===== src/rtl/snn_pkg.sv =====
// Shared definitions for the spiking-network datapath: FSM state encoding,
// default widths, and a width-parametrised saturating adder.
package snn_pkg;

  localparam int SNN_WIDTH        = 16;
  localparam int SNN_WEIGHT_WIDTH = 8;
  localparam int SNN_N_INPUTS     = 8;
  localparam int SNN_DECAY_SHIFT  = 2;

  typedef enum logic [1:0] {
    IDLE   = 2'd0,
    ACCUM  = 2'd1,
    OUTPUT = 2'd2
  } syn_state_e;

  // Adds two sign-extended operands one bit wider than needed and clamps the
  // result to the signed range of `width` bits (width <= 32).
  function automatic logic signed [31:0] sat_add(input logic signed [31:0] a,
                                                 input logic signed [31:0] b,
                                                 input int width);
    logic signed [32:0] sum;
    logic signed [32:0] hi;
    logic signed [32:0] lo;
    logic signed [31:0] res;
    sum = 33'(a) + 33'(b);
    hi  = (33'sd1 <<< (width - 1)) - 33'sd1;
    lo  = -(33'sd1 <<< (width - 1));
    if (sum > hi) begin
      res = 32'(hi);
    end else if (sum < lo) begin
      res = 32'(lo);
    end else begin
      res = 32'(sum);
    end
    return res;
  endfunction

endpackage


===== src/rtl/synapse_weight_rf.sv =====
// Per-synapse signed weight storage: one synchronous write port, one
// combinational read port, cleared by the asynchronous reset.
module synapse_weight_rf #(
  parameter int N_INPUTS     = 8,
  parameter int WEIGHT_WIDTH = 8,
  localparam int IDX_W       = $clog2(N_INPUTS)
) (
  input  logic                    clk,
  input  logic                    rst_n,
  input  logic                    i_we,
  input  logic [IDX_W-1:0]        i_waddr,
  input  logic [WEIGHT_WIDTH-1:0] i_wdata,
  input  logic [IDX_W-1:0]        i_raddr,
  output logic [WEIGHT_WIDTH-1:0] o_rdata
);
  import snn_pkg::*;

  localparam logic [IDX_W:0] N_LIM = (IDX_W + 1)'(N_INPUTS);

  logic [WEIGHT_WIDTH-1:0] r_mem [N_INPUTS];
  logic                    w_addr_ok;

  assign w_addr_ok = ({1'b0, i_waddr} < N_LIM);

  // Out-of-range addresses only exist for non-power-of-two N and are dropped.
  always_ff @(posedge clk or negedge rst_n) begin
    if (!rst_n) begin
      for (int i = 0; i < N_INPUTS; i++) begin
        r_mem[i] <= '0;
      end
    end else if (i_we && w_addr_ok) begin
      r_mem[i_waddr] <= i_wdata;
    end
  end

  assign o_rdata = r_mem[i_raddr];

endmodule


===== src/rtl/synapse_current_gen.sv =====
// Converts a per-timestep spike vector into a decaying, saturating synaptic
// current: decay on accept, one weighted add per cycle, then publish.
module synapse_current_gen
  import snn_pkg::*;
#(
  parameter int WIDTH        = SNN_WIDTH,
  parameter int N_INPUTS     = SNN_N_INPUTS,
  parameter int WEIGHT_WIDTH = SNN_WEIGHT_WIDTH,
  parameter int DECAY_SHIFT  = SNN_DECAY_SHIFT,
  localparam int IDX_W       = $clog2(N_INPUTS)
) (
  input  logic                    clk,
  input  logic                    rst_n,
  input  logic [N_INPUTS-1:0]     spike_in,
  input  logic                    spike_valid,
  output logic                    spike_ready,
  input  logic                    w_we,
  input  logic [IDX_W-1:0]        w_addr,
  input  logic [WEIGHT_WIDTH-1:0] w_data,
  output logic [WIDTH-1:0]        input_current,
  output logic                    current_valid
);

  localparam logic [IDX_W-1:0] LAST_IDX = IDX_W'(N_INPUTS - 1);

  syn_state_e              r_state;
  syn_state_e              w_next_state;
  logic [N_INPUTS-1:0]     r_spikes;
  logic signed [WIDTH-1:0] r_acc;
  logic signed [WIDTH-1:0] r_current;
  logic [IDX_W-1:0]        r_idx;
  logic                    r_valid;
  logic [WEIGHT_WIDTH-1:0] w_weight;
  logic signed [WIDTH-1:0] w_decayed;
  logic signed [WIDTH-1:0] w_sum;

  synapse_weight_rf #(
    .N_INPUTS    (N_INPUTS),
    .WEIGHT_WIDTH(WEIGHT_WIDTH)
  ) u_weight_rf (
    .clk    (clk),
    .rst_n  (rst_n),
    .i_we   (w_we),
    .i_waddr(w_addr),
    .i_wdata(w_data),
    .i_raddr(r_idx),
    .o_rdata(w_weight)
  );

  // Shift floors toward minus infinity: small positives persist, -1 decays to 0.
  assign w_decayed = r_current - (r_current >>> DECAY_SHIFT);
  assign w_sum     = WIDTH'(sat_add(32'(r_acc), 32'(signed'(w_weight)), WIDTH));

  // State register.
  always_ff @(posedge clk or negedge rst_n) begin
    if (!rst_n) begin
      r_state <= IDLE;
    end else begin
      r_state <= w_next_state;
    end
  end

  // Next-state logic.
  always_comb begin
    w_next_state = r_state;
    case (r_state)
      IDLE: begin
        if (spike_valid) begin
          w_next_state = ACCUM;
        end else begin
          w_next_state = IDLE;
        end
      end
      ACCUM: begin
        if (r_idx == LAST_IDX) begin
          w_next_state = OUTPUT;
        end else begin
          w_next_state = ACCUM;
        end
      end
      OUTPUT:  w_next_state = IDLE;
      default: w_next_state = IDLE;
    endcase
  end

  // State-decoded outputs.
  always_comb begin
    spike_ready = 1'b0;
    case (r_state)
      IDLE:    spike_ready = 1'b1;
      default: spike_ready = 1'b0;
    endcase
  end

  // Datapath: latch spikes, accumulate one synapse per cycle, publish result.
  always_ff @(posedge clk or negedge rst_n) begin
    if (!rst_n) begin
      r_spikes  <= '0;
      r_acc     <= '0;
      r_current <= '0;
      r_idx     <= '0;
      r_valid   <= 1'b0;
    end else begin
      r_valid <= 1'b0;
      case (r_state)
        IDLE: begin
          if (spike_valid) begin
            r_spikes <= spike_in;
            r_acc    <= w_decayed;
            r_idx    <= '0;
          end
        end
        ACCUM: begin
          if (r_spikes[r_idx]) begin
            r_acc <= w_sum;
          end
          r_idx <= r_idx + 1'b1;
        end
        OUTPUT: begin
          r_current <= r_acc;
          r_valid   <= 1'b1;
        end
        default: begin
          r_valid <= 1'b0;
        end
      endcase
    end
  end

  assign input_current = r_current;
  assign current_valid = r_valid;

endmodule


===== config.mk =====
export PLATFORM = sky130hd
export DESIGN_NAME = synapse_current_gen
export DESIGN_NICKNAME = d
export VERILOG_FILES = /design/src/rtl/snn_pkg.sv /design/src/rtl/synapse_weight_rf.sv /design/src/rtl/synapse_current_gen.sv
export SDC_FILE = /design/constraint.sdc
export NUM_CORES = 1
export LEC_CHECK = 0
export ABC_AREA = 1
export CORE_ASPECT_RATIO = 1.5
export CORE_MARGIN = 5
export CORE_UTILIZATION = 50
export DETAILED_ROUTE_END_ITERATION = 8
export PLACE_DENSITY = 0.75
export SLEW_MARGIN = 40
export SYNTH_ARGS = -nofsm -noshare
export SYNTH_HDL_FRONTEND = slang
export SYNTH_SLANG_ARGS = --single-unit

===== constraint.sdc =====
create_clock -name clk -period 6.9 [get_ports clk]
set_input_delay 1.035 -clock clk [delete_from_list [all_inputs] [get_ports clk]]
set_output_delay 1.035 -clock clk [all_outputs]
set_load 0.1 [all_outputs]

==> impl_metrics.toml, run 1 <==
[status]
outcome = "completed"

[setup_path]
reg2reg_from = "r_idx[0]$_DFFE_PN0P_"
end_kind = "register"
path_max_fanout = 49
worstPathRequired_ns = 7.13
rrSetupSlack_ns = 2.77
worstSetupPathType = "reg -> reg"
cpPeakStageDelay_ns = 0.70
crit_family = "simple AND/OR/NAND/NOR gates"
cpMostUsedCell = "nand2_1"
critPathBufInv = 2
crit_chain = "buf_4, clkinv_1, nor2_1, o32ai_1, nor2_1, a31oi_1, ha_1, fa_1, nand3_1, nand2_1, nand2_1, nand2_1, nand2_1, nand2_1, nand2_1, nand2_1, a21oi_1, nand2_1, nand3_1, nand2_1"
reg2reg_to = "r_acc[12]$_DFFE_PN0P_"
crit_arrival_ns = 4.37
timing.critical_path.slowest_stage_cell = "clkinv_1"
startpoint_type = "register"
rr_worst_depth = 20

[route]
initialDrtViolationCount = 236
vias = 5778
postRouteAntennaNets = 0
post_drt_via_cell_ratio = 5.41
wl_per_cell_microns = 14.4
dr.pass1.iters = 7
wirelength_mm = 15.4
drc_errors = 0

[die]
io_pins = 41
die_area_sq_mm = 0.0155
floorplan.rows = 51
die_w_microns = 103
die_y_microns = 150
initial_core_util_pct = 50.8
core_area_sq_mm = 0.0129

[logic_synthesis]
synth_top_cells_by_area = "dfrtp_1 42%, nand2_1 14%, o21ai_0 8.9%, ha_1 6.3%, nor2_1 5.3%"
synth-compound-area-share_pct = 16.7
synth_xor_xnor_area_share_pct = 2.01
yosysTopAreaCellShare_pct = 42.1
synth_top_family_by_area = "simple AND/OR/NAND/NOR gates"
yosys.area_share.simple_pct = 24.6
muxShareOfSynthArea_pct = 0.860
synth.distinct_cells = 39
syn_area_sq_mm = 0.00654
synth_nets = 938
synth_area_per_cell_sq_um = 7.44
synth_area_leader_cell = "dfrtp_1"
netlist_instances = 880
ys_warn_count = 0
synth_fa_ha_area_share_pct = 6.92
synth-seq-area-share_pct = 42.1
ys_ff_latch = 110

[global_routing]
antenna_found_initial = 0
grt_overflow = 0
grt_pass1_wl_mm = 26.0
grt_pass1_vias = 5695
grt_usage_pct = 21.1
grt_max_degree = 65

[job]
cap_violations = 0

[sta]
tns_ns = 0
slew-limit-headroom_pct = 51.5
finalCritPeriodShare_pct = 59.9
min_period_ns = 4.13
rsz0062_at_grt = "false"
worstMarginPinSlew_ns = 0.726
slew_violations = 0
fmax_mhz = 242
finalHoldViolCount = 0
finalSetupViolations = 0
fin_skew_ns = 0.00618
hold_slack_ns = 0.484

[worst_hold_path]
hold_end = "u_weight_rf.r_mem[17]$_DFFE_PN0P_"
min_path_cells = 2
hold_path.class = "reg -> reg"
hold_start = "u_weight_rf.r_mem[17]$_DFFE_PN0P_"

[cts]
cts.clk_slew.worst_paths_ns = 0.08
cts_tree = "done"
h-tree-depth = 3
cts_sinks = 110
postCtsResizedCells = 0
cts.hold.buffers_added = 0
root_buffer = "clkbuf_16"
clock_path_buffers = 2
clk-insertion-delay-late_ns = 0.35
cts_setup_buffers = 0
numCtsBuffers = 9

[placed_design]
dp_cells = 1052
port_buffers = 40
dp_hpwl_mm = 11.4
place.gp.congestion = 0.940

[finish]
final_cells = 1068
diodes = 0
drive_above_1_share_pct = 6.60
nFillCells = 1210
final_core_util_pct = 56.7
area_delta_synth_final_pct = 11.7
layout.nets = 962
-- per-layer routing --
metal / track usage (%) / vias up / wire, microns
li1: - / 2940 / -
met1: 24.4 / 2693 / 6270
met2: 38.8 / 125 / 8330
met3: 2.87 / 20 / 541
met4: 7.32 / 0 / 267
met5: 0 / - / 0
-- worst reg2reg max path, cell delays in order, from the launching register on --
cell,delay (ns)
dfrtp_1,0.33
buf_4,0.41
clkinv_1,0.71
nor2_1,0.28
o32ai_1,0.10
nor2_1,0.11
a31oi_1,0.06
ha_1,0.26
fa_1,0.40
nand3_1,0.09
nand2_1,0.11
nand2_1,0.08
nand2_1,0.11
nand2_1,0.12
nand2_1,0.07
nand2_1,0.06
nand2_1,0.08
a21oi_1,0.35
nand2_1,0.12
nand3_1,0.09
nand2_1,0.06
-- metrics by stage --
stage	cell area (sq um)	setup slack, ns
after floorplan	6540	3.66
after global placement	7040	2.75
after detailed placement	6970	2.78
after CTS	7300	2.74
after global routing	7310	2.31
final	7310	2.77
-- kinds of logic (layout without fill, tap and decap cells) --
logic type	Yosys count	count (layout)
AOI/OAI and AO/OA	199	199
buffers and inverters	117	146
muxes	5	5
xor gates and xnor gates	15	15
adders and majority gates	35	35
DFF	110	110
and+or+nand+nor	399	399
-- worst max-delay path by stage --
stage	start	to	cells after the start
3_3_place_gp	r_idx[0]$_DFFE_PN0P_	r_acc[12]$_DFFE_PN0P_	17
3_5_place_dp	r_idx[0]$_DFFE_PN0P_	r_acc[12]$_DFFE_PN0P_	17
5_1_grt	r_idx[0]$_DFFE_PN0P_	r_acc[0]$_DFFE_PN0P_	17
6_report	r_idx[0]$_DFFE_PN0P_	r_acc[12]$_DFFE_PN0P_	20
4_1_cts	r_idx[0]$_DFFE_PN0P_	r_acc[0]$_DFFE_PN0P_	17
2_1_floorplan	r_idx[0]$_DFFE_PN0P_	r_acc[7]$_DFFE_PN0P_	20
-- registers in the layout, indices dropped and copies added (netlist names) --
signal,count
r_idx,3
r_state,2
current_valid,1
input_current,16
u_weight_rf.r_mem,64
r_spikes,8
r_acc,16
-- cell type report --
class	count	area [sq um]	share of cell area (%)
clock buffers	9	225	3.08
clock inverters	7	114	1.56
inverters	86	323	4.42
multi-input cells	653	3350	45.9
flip-flops and latches	110	2750	37.7
well taps	159	199	2.72
repair buffers	44	342	4.67
-- cells in the mapped netlist (all sizes together) --
master / count
nand2: 256
nor3: 7
a31o: 1
and3: 1
o21ai: 117
a21o: 2
clkinv: 2
nor4: 1
o211ai: 11
a21oi: 46
buf: 7
xnor2: 3
clkbuf: 24
nand3b: 3
fa: 2
dfrtp: 110
inv: 84
o21bai: 1
ha: 33
a21boi: 2
xor2: 12
a211oi: 1
o31ai: 1
nand4: 3
mux2: 5
a31oi: 9
nor2: 94
and2: 1
nand3: 33
o32ai: 8
-- layout by cell type (no fill, tap or decap), drive strengths merged, types with 8 or more instances in the layout --
cell           Yosys  layout
o211ai            11      11
nand2            256     256
o32ai              8       8
a31oi              9       9
a21oi             46      46
inv               84      87
ha                33      33
xor2              12      12
dfrtp            110     110
o21ai            117     117
buf                7      23
clkbuf            24       9
nor2              94      94
clkdlybuf4s50      0      21
nand3             33      33
Power of run 1 is left out: the tool's default activity adds up to more than one toggle a clock period on the data nets, which glitch-free logic cannot reach.
==> run 2, diff against run 1 <==
PLACE_DENSITY = 0.78   (was 0.75)
clock period = 3.7 ns   (was 6.9 ns; I/O delays follow)
==> run 2 against run 1 <==
Effect of this change: sequential cell count did not move; core utilization rose by 0.16 points; clock skew increased by 0.0040 ns; non-clock buffer count grew 6; count of clock-buffer cells in the layout stayed put; critical path type unchanged.
==> impl_metrics.toml, run 2 (synthesis results as in run 1) <==
[sta]
fin_skew_ns = 0.0102
slew_violations = 0
fmax_mhz = 300
finalHoldViolCount = 0
finalCritPeriodShare_pct = 90.2
rsz0062_at_grt = "false"
worstMarginPinSlew_ns = 0.658
finalSetupViolations = 0
min_period_ns = 3.34
slew-limit-headroom_pct = 56.1
tns_ns = 0

[cts]
cts_setup_buffers = 0
cts.hold.buffers_added = 0
clk-insertion-delay-late_ns = 0.35
h-tree-depth = 3
numCtsBuffers = 9
postCtsResizedCells = 0
clock_path_buffers = 2
cts_tree = "done"
cts_sinks = 110
cts.clk_slew.worst_paths_ns = 0.08
root_buffer = "clkbuf_16"

[finish]
largest_register_ffs = 64
area_delta_synth_final_pct = 12.0
drive_above_1_share_pct = 7.10
layout_commonest_cell = "nand2_1"
diodes = 0
seq_area_sq_mm = 0.00275
layout.nets = 968
multi_input_area_sq_mm = 0.00335
final_cells = 1074
regMostFlops = "u_weight_rf.r_mem"
nFillCells = 1261
layout_common_cells = "247 x nand2_1, 116 x o21ai_0, 110 x dfrtp_1, 92 x nor2_1, 83 x inv_1"

[global_routing]
grt_max_degree = 57
antenna_found_initial = 0
grt_usage_pct = 21.2
grt_pass1_vias = 5729
grt_pass1_wl_mm = 26.4
grt_overflow = 0

[setup_path]
path_max_fanout = 31
rr_worst_depth = 19
rrSetupSlack_ns = 0.36
crit_arrival_ns = 3.58
reg2reg_from = "r_idx[0]$_DFFE_PN0P_"
end_kind = "register"
worstSetupPathType = "reg -> reg"
worstPathRequired_ns = 3.95
reg2reg_to = "r_acc[11]$_DFFE_PN0P_"
startpoint_type = "register"

[route]
post_drt_via_cell_ratio = 5.47
vias = 5877
initialDrtViolationCount = 252
wl_per_cell_microns = 14.5
postRouteAntennaNets = 0
drc_errors = 0
dr.pass1.iters = 5
wirelength_mm = 15.6

[die]
floorplan.rows = 51
core_area_sq_mm = 0.0129
die_w_microns = 103
die_y_microns = 150
io_pins = 41
initial_core_util_pct = 50.8
die_area_sq_mm = 0.0155

[placed_design]
dp_cells = 1058
place.gp.congestion = 0.919
dp_hpwl_mm = 11.4
port_buffers = 40

[worst_hold_path]
hold_path.class = "in -> async"

[status]
outcome = "completed"

[job]
cap_violations = 0
run 2: changes by cell type in the layout (fill, tap and decap cells not counted), sizes merged:
cell,delta
buf,+6
bufinv,-1
clkinv,+2
inv,-1
run 2: worst max-delay path, cell delays in order (launching register included):
cell and delay, ns:
dfrtp_1 0.38, buf_4 0.32, nor2_1 0.07, o32ai_1 0.28
nor2_1 0.06, a31oi_1 0.16, buf_4 0.20, ha_1 0.29
nand2_1 0.10, inv_1 0.06, a21oi_1 0.18, nand2_1 0.16
nand2_1 0.13, nand2_1 0.07, nand2_1 0.07, nand2_1 0.09
a21oi_1 0.33, nand2_1 0.10, nand3_1 0.09, nand2_1 0.06
run 2: per-layer routing:
metal  track usage, %  part of all wire [%]
met1             24.7                    41
met3             3.11                   3.6
met2             38.1                    53
met4             8.55                   2.9
met5                0                     0
run 2: area by class of cell:
cell class,count,area share [%]
multi-input cells,653,45.7
inverters,86,4.40
clock buffers,9,3.07
repair buffers,50,5.45
well taps,159,2.71
flip-flops and latches,110,37.6
clock inverters,7,1.13
run 2: worst max-delay path by stage:
stage	startpoint	endpoint	slack, ns
after floorplan	r_idx[0]$_DFFE_PN0P_	r_acc[7]$_DFFE_PN0P_	0.46
after global placement	r_idx[0]$_DFFE_PN0P_	r_acc[13]$_DFFE_PN0P_	0.52
after detailed placement	r_idx[0]$_DFFE_PN0P_	r_acc[13]$_DFFE_PN0P_	0.51
after CTS	r_idx[0]$_DFFE_PN0P_	r_acc[11]$_DFFE_PN0P_	0.39
after global routing	r_idx[0]$_DFFE_PN0P_	r_acc[13]$_DFFE_PN0P_	0.09
final	r_idx[0]$_DFFE_PN0P_	r_acc[11]$_DFFE_PN0P_	0.36
run 2: stage by stage:
stage	setup slack [ns]	hold slack, ns	area [sq um]	utilization, %
2_1_floorplan	0.459	0.259	6540	-
3_3_place_gp	0.517	0.461	7100	55.1
3_5_place_dp	0.507	0.468	7020	54.4
4_1_cts	0.391	0.285	7320	56.8
5_1_grt	0.0904	0.197	7330	56.9
6_report	0.362	0.144	7330	56.9
Power of run 2 is left out for the same reason.
==> run 3, diff against run 2 <==
DONT_BUFFER_PORTS = 1   (was default)
PLACE_DENSITY = 0.74   (was 0.78)
==> run 3 against run 2 <==
Effect of this change: worst hold slack got worse by 0.0032 ns; via count shrank 5.1%; clock skew fell by 0.00057 ns; maximum frequency rose by 2.0%; core utilization shrank 1.2 points; sequential cell count stayed put; die area unchanged; global-route usage shrank 0.25 points; register-to-register slack better by 0.07 ns; wire length decreased by 3.0%; critical path type unchanged.
==> impl_metrics.toml, run 3 (synthesis results as in run 1) <==
[cts]
clk-insertion-delay-late_ns = 0.35
cts.clk_slew.worst_paths_ns = 0.08
clock_path_buffers = 2
cts_sinks = 110
h-tree-depth = 3
root_buffer = "clkbuf_16"
cts_tree = "done"
numCtsBuffers = 9

[sta]
finalSetupViolations = 0
fin_skew_ns = 0.00962
rsz0062_at_grt = "false"
tns_ns = 0
slew_violations = 0
finalCritPeriodShare_pct = 88.4
min_period_ns = 3.27
finalHoldViolCount = 0
slew-limit-headroom_pct = 42.3
fmax_mhz = 306
worstMarginPinSlew_ns = 0.866

[finish]
layout_common_cells = "247 x nand2_1, 116 x o21ai_0, 107 x dfrtp_1, 91 x nor2_1, 83 x inv_1"
diodes = 0
regMostFlops = "u_weight_rf.r_mem"
largest_register_ffs = 64
area_delta_synth_final_pct = 9.56
drive_above_1_share_pct = 7.09
nFillCells = 1250
layout.nets = 942
layout_commonest_cell = "nand2_1"

[route]
drc_errors = 0
vias = 5579
wl_per_cell_microns = 14.4
post_drt_via_cell_ratio = 5.32
dr.pass1.iters = 4
initialDrtViolationCount = 251
wirelength_mm = 15.1
postRouteAntennaNets = 0

[job]
cap_violations = 0

[global_routing]
grt_max_degree = 111
antenna_found_initial = 0
met2_usage_pct = 38.0
use_met1_pct = 24.6
grt_busiest_layer = "met2"
grt_pass1_wl_mm = 25.9
grt_overflow = 0
grtUsageMet3_pct = 2.74
grt_usage_pct = 20.9
grt_pass1_vias = 5575

[setup_path]
crit_chain = "buf_12, nor2_1, o32ai_1, nor2_1, a31oi_1, buf_4, ha_1, nand2_1, inv_1, a21oi_1, nand2_1, nand2_1, nand2_1, nand2_1, nand2_1, a21oi_1, nand2_1, nand2_1, o21ai_1"
timing.critical_path.slowest_stage_cell = "dfrtp_1"
cpPeakStageDelay_ns = 0.42
path_max_fanout = 38
end_kind = "register"
cpMostUsedCell = "nand2_1"
rr_worst_depth = 19
worstSetupPathType = "reg -> reg"
startpoint_type = "register"
crit_arrival_ns = 3.50
worstPathRequired_ns = 3.93

[die]
io_pins = 41
die_area_sq_mm = 0.0155
initial_core_util_pct = 50.8
die_y_microns = 150
core_area_sq_mm = 0.0129
floorplan.rows = 51
die_w_microns = 103

[placed_design]
port_buffers = 0
place.gp.congestion = 0.930
dp_hpwl_mm = 11.0

[worst_hold_path]
hold_path.class = "in -> async"

[status]
outcome = "completed"
[run 3: changes by cell type in the layout (fill, tap and decap cells not counted), sizes merged]
cell,delta
clkinvlp,+1
buf,-5
clkbuf,+1
clkdlybuf4s50,-21
inv,+2
clkinv,-4
[run 3: final cells by class]
type	instances	area, sq um	area share, %
Multi-Input combinational cell	653	3350	46.7
Timing Repair Buffer	24	238	3.32
Sequential cell	110	2760	38.4
Inverter	86	323	4.50
Tap cell	159	199	2.77
Clock buffer	10	229	3.19
Clock inverter	6	75.1	1.05
[run 3: path summary, 6_finish.rpt]
path                                                         from                           endpoint  slack (ns)
worst min register to register  u_weight_rf.r_mem[40]$_DFFE_PN0P_  u_weight_rf.r_mem[40]$_DFFE_PN0P_        0.48
worst min-delay path                                        rst_n  u_weight_rf.r_mem[56]$_DFFE_PN0P_        0.14
worst max-delay path                         r_idx[0]$_DFFE_PN0P_               r_acc[2]$_DFFE_PN0P_        0.43
max in group asynchronous                                   rst_n      input_current[12]$_DFFE_PN0P_        3.13
worst max register to register               r_idx[0]$_DFFE_PN0P_               r_acc[2]$_DFFE_PN0P_        0.43
min in group clk                                        w_data[1]   u_weight_rf.r_mem[1]$_DFFE_PN0P_        0.32
[run 3: worst max-delay path: cells and delay by family, from the launching register on]
kind | cells | cell delay (ns)
adders and majority gates | 1 | 0.29
DFF | 1 | 0.42
AOI/OAI and AO/OA | 5 | 1.04
buffers and inverters | 3 | 0.46
and+or+nand+nor | 10 | 0.91
[run 3: per-layer routing]
metal / share of wire [%] / vias to the layer above
met5: 0 / -
met4: 2.6 / 0
met3: 3.7 / 30
met2: 53 / 91
met1: 41 / 2568
li1: - / 2890
[run 3: timing repair]
item                                   in CTS  in global routing
setup endpoints to repair                   0                  0
hold buffers                                1                  0
endpoints found under the hold margin     110                  0
buffers inserted                            0                  0
gates resized for setup                     0                  0
[run 3: stage by stage]
stage	setup slack, ns	instances	hold slack [ns]	area, sq um	utilization, %
6_report	0.428	1048	0.141	7170	55.6
5_1_grt	0.136	1048	0.196	7170	55.6
4_1_cts	0.412	1048	0.167	7170	55.6
3_5_place_dp	0.510	1031	0.264	6840	53.0
3_3_place_gp	0.594	1031	0.265	6830	53.0
2_1_floorplan	0.459	880	0.259	6540	-
Power of run 3 is left out for the same reason.
==> edit (settings of run 3) <==
Encoding of `syn_state_e`: now one-hot (3 bits for 3 states).
--- a/src/rtl/snn_pkg.sv
+++ b/src/rtl/snn_pkg.sv
@@ -7,10 +7,10 @@
   localparam int SNN_N_INPUTS     = 8;
   localparam int SNN_DECAY_SHIFT  = 2;
 
-  typedef enum logic [1:0] {
-    IDLE   = 2'd0,
-    ACCUM  = 2'd1,
-    OUTPUT = 2'd2
+  typedef enum logic [2:0] {
+    IDLE   = 3'b001,
+    ACCUM  = 3'b010,
+    OUTPUT = 3'b100
   } syn_state_e;
 
   // Adds two sign-extended operands one bit wider than needed and clamps the
Behaviour: no difference found for any inputs over 10 cycles, from zero or initial values and one cycle with rst_n low; not proved beyond that.
==> edit against run 3 <==
  * First-iteration DRC count decreased by 7.2%
  * Die area increased by 0.74%
  * Setup slack got worse by 15 ps
  * Final area increased by 0.61%
  * Sequential cell count increased by 1
  * Synthesized area increased by 0.80%
  * Routed wire length increased by 7.4%
  * Via count increased by 2.5%
==> edit: results (changes against run 3) <==
<table>
<tr><th>Metric</th><th>Value</th></tr>
<tr><th colspan="2">Worst setup path</th></tr>
<tr><td>Crit path max-delay family</td><td>simple AND/OR/NAND/NOR gates</td></tr>
<tr><td>Terminus of the critical flop-to-flop path</td><td>r_acc[14]</td></tr>
<tr><td>Worst reg2reg path depth</td><td>20 (+1)</td></tr>
<tr><td>Setup slack of the most critical reg-to-reg path</td><td>410 ps (-20 ps)</td></tr>
<tr><td>Peak per-stage delay on the critical path</td><td>540 ps (+120 ps)</td></tr>
<tr><td>CP Max Fanout</td><td>37 (-2.6%)</td></tr>
<tr><td>Data arrival time of the critical path</td><td>3540 ps (+40 ps)</td></tr>
<tr><th colspan="2">Route</th></tr>
<tr><td>Routed len/inst</td><td>15.4 microns (+7.0%)</td></tr>
<tr><td>Number of vias after detailed routing</td><td>5717 (+2.5%)</td></tr>
<tr><td>Sum of routed wire length over all layers</td><td>16200 microns (+7.4%)</td></tr>
<tr><th colspan="2">Cells and area</th></tr>
<tr><td>Largest register FFs</td><td>64 (unchanged)</td></tr>
<tr><td>Proportion of layout cells with a drive suffix above 1</td><td>7.50% (+0.42 points)</td></tr>
<tr><th colspan="2">GRT</th></tr>
<tr><td>Global router's overall resource usage</td><td>21.3% (+0.40 points)</td></tr>
<tr><th colspan="2">Synthesis</th></tr>
<tr><td>Synth cell count leaders</td><td>nand2_1, o21ai_0, dfrtp_1</td></tr>
<tr><td>Sequential cell area fraction in the yosys report</td><td>42.1% (+0.063 points)</td></tr>
<tr><td>Gate count of the mapped netlist</td><td>878 (-0.23%)</td></tr>
<tr><td>Yosys cell types</td><td>36 (-7.7%)</td></tr>
<tr><td>Synthesized netlist net count</td><td>936 (-0.21%)</td></tr>
<tr><td>Most area-consuming cells after synthesis</td><td>dfrtp_1, nand2_1, o21ai_0</td></tr>
<tr><th colspan="2">CTS</th></tr>
<tr><td>H-tree depth</td><td>3 (unchanged)</td></tr>
<tr><th colspan="2">Timing</th></tr>
<tr><td>Transition at the pin with the smallest max-transition slack</td><td>871 ps (+4.89 ps)</td></tr>
<tr><td>Worst clock skew on the final layout</td><td>8.66 ps (-0.959 ps)</td></tr>
<tr><td>Final period utilization</td><td>88.9% (+0.42 points)</td></tr>
<tr><td>Worst slack on hold paths</td><td>34.7 ps (-107 ps)</td></tr>
<tr><th colspan="2">Placed design</th></tr>
<tr><td>Worst setup slack before clock tree synthesis</td><td>464 ps (-45.7 ps)</td></tr>
<tr><td>Final HPWL DP</td><td>12100 microns (+10%)</td></tr>
<tr><td>Placed Cells incl. Taps</td><td>1035 (+0.39%)</td></tr>
<tr><td>Global placement routability congestion</td><td>0.940 (+1.0%)</td></tr>
<tr><th colspan="2">Run status</th></tr>
<tr><td>Outcome</td><td>finished clean</td></tr>
</table>
edit: area by class of cell:
type                    count  area (sq um)  area share (%)
multi-input cells         637          3340            46.3
clock buffers              11           233            3.23
inverters                 102           383            5.31
flip-flops and latches    111          2780            38.5
repair buffers             27           223            3.09
clock inverters             5          60.1           0.833
well taps                 159           199            2.76
edit: logic make-up (layout without fill, tap and decap cells):
logic type,count (synthesis),after routing,share of synthesized area [%]
multiplexers,5,5,0.854
buffers and inverters,130,145,7.53
flip-flops,111,111,42.1
adder cells (fa/ha/maj),35,35,6.87
AND/OR/NAND/NOR,378,378,24.3
AO/OA/AOI/OAI,207,207,16.7
XOR/XNOR,12,12,1.59
edit: layer usage:
metal  track usage [%]  share of wire [%]  vias to the layer above
met3              3.22                3.5                       42
met1              23.8                 41                     2672
met5                 0                  0                        -
li1                  -                  -                     2890
met4              9.72                3.6                        0
met2              39.8                 52                      113
edit: where the power goes:
group	switching [mW]	internal (mW)
sequential	0.224	1.49
clock	0.454	0.530
combinational	2.25	1.23
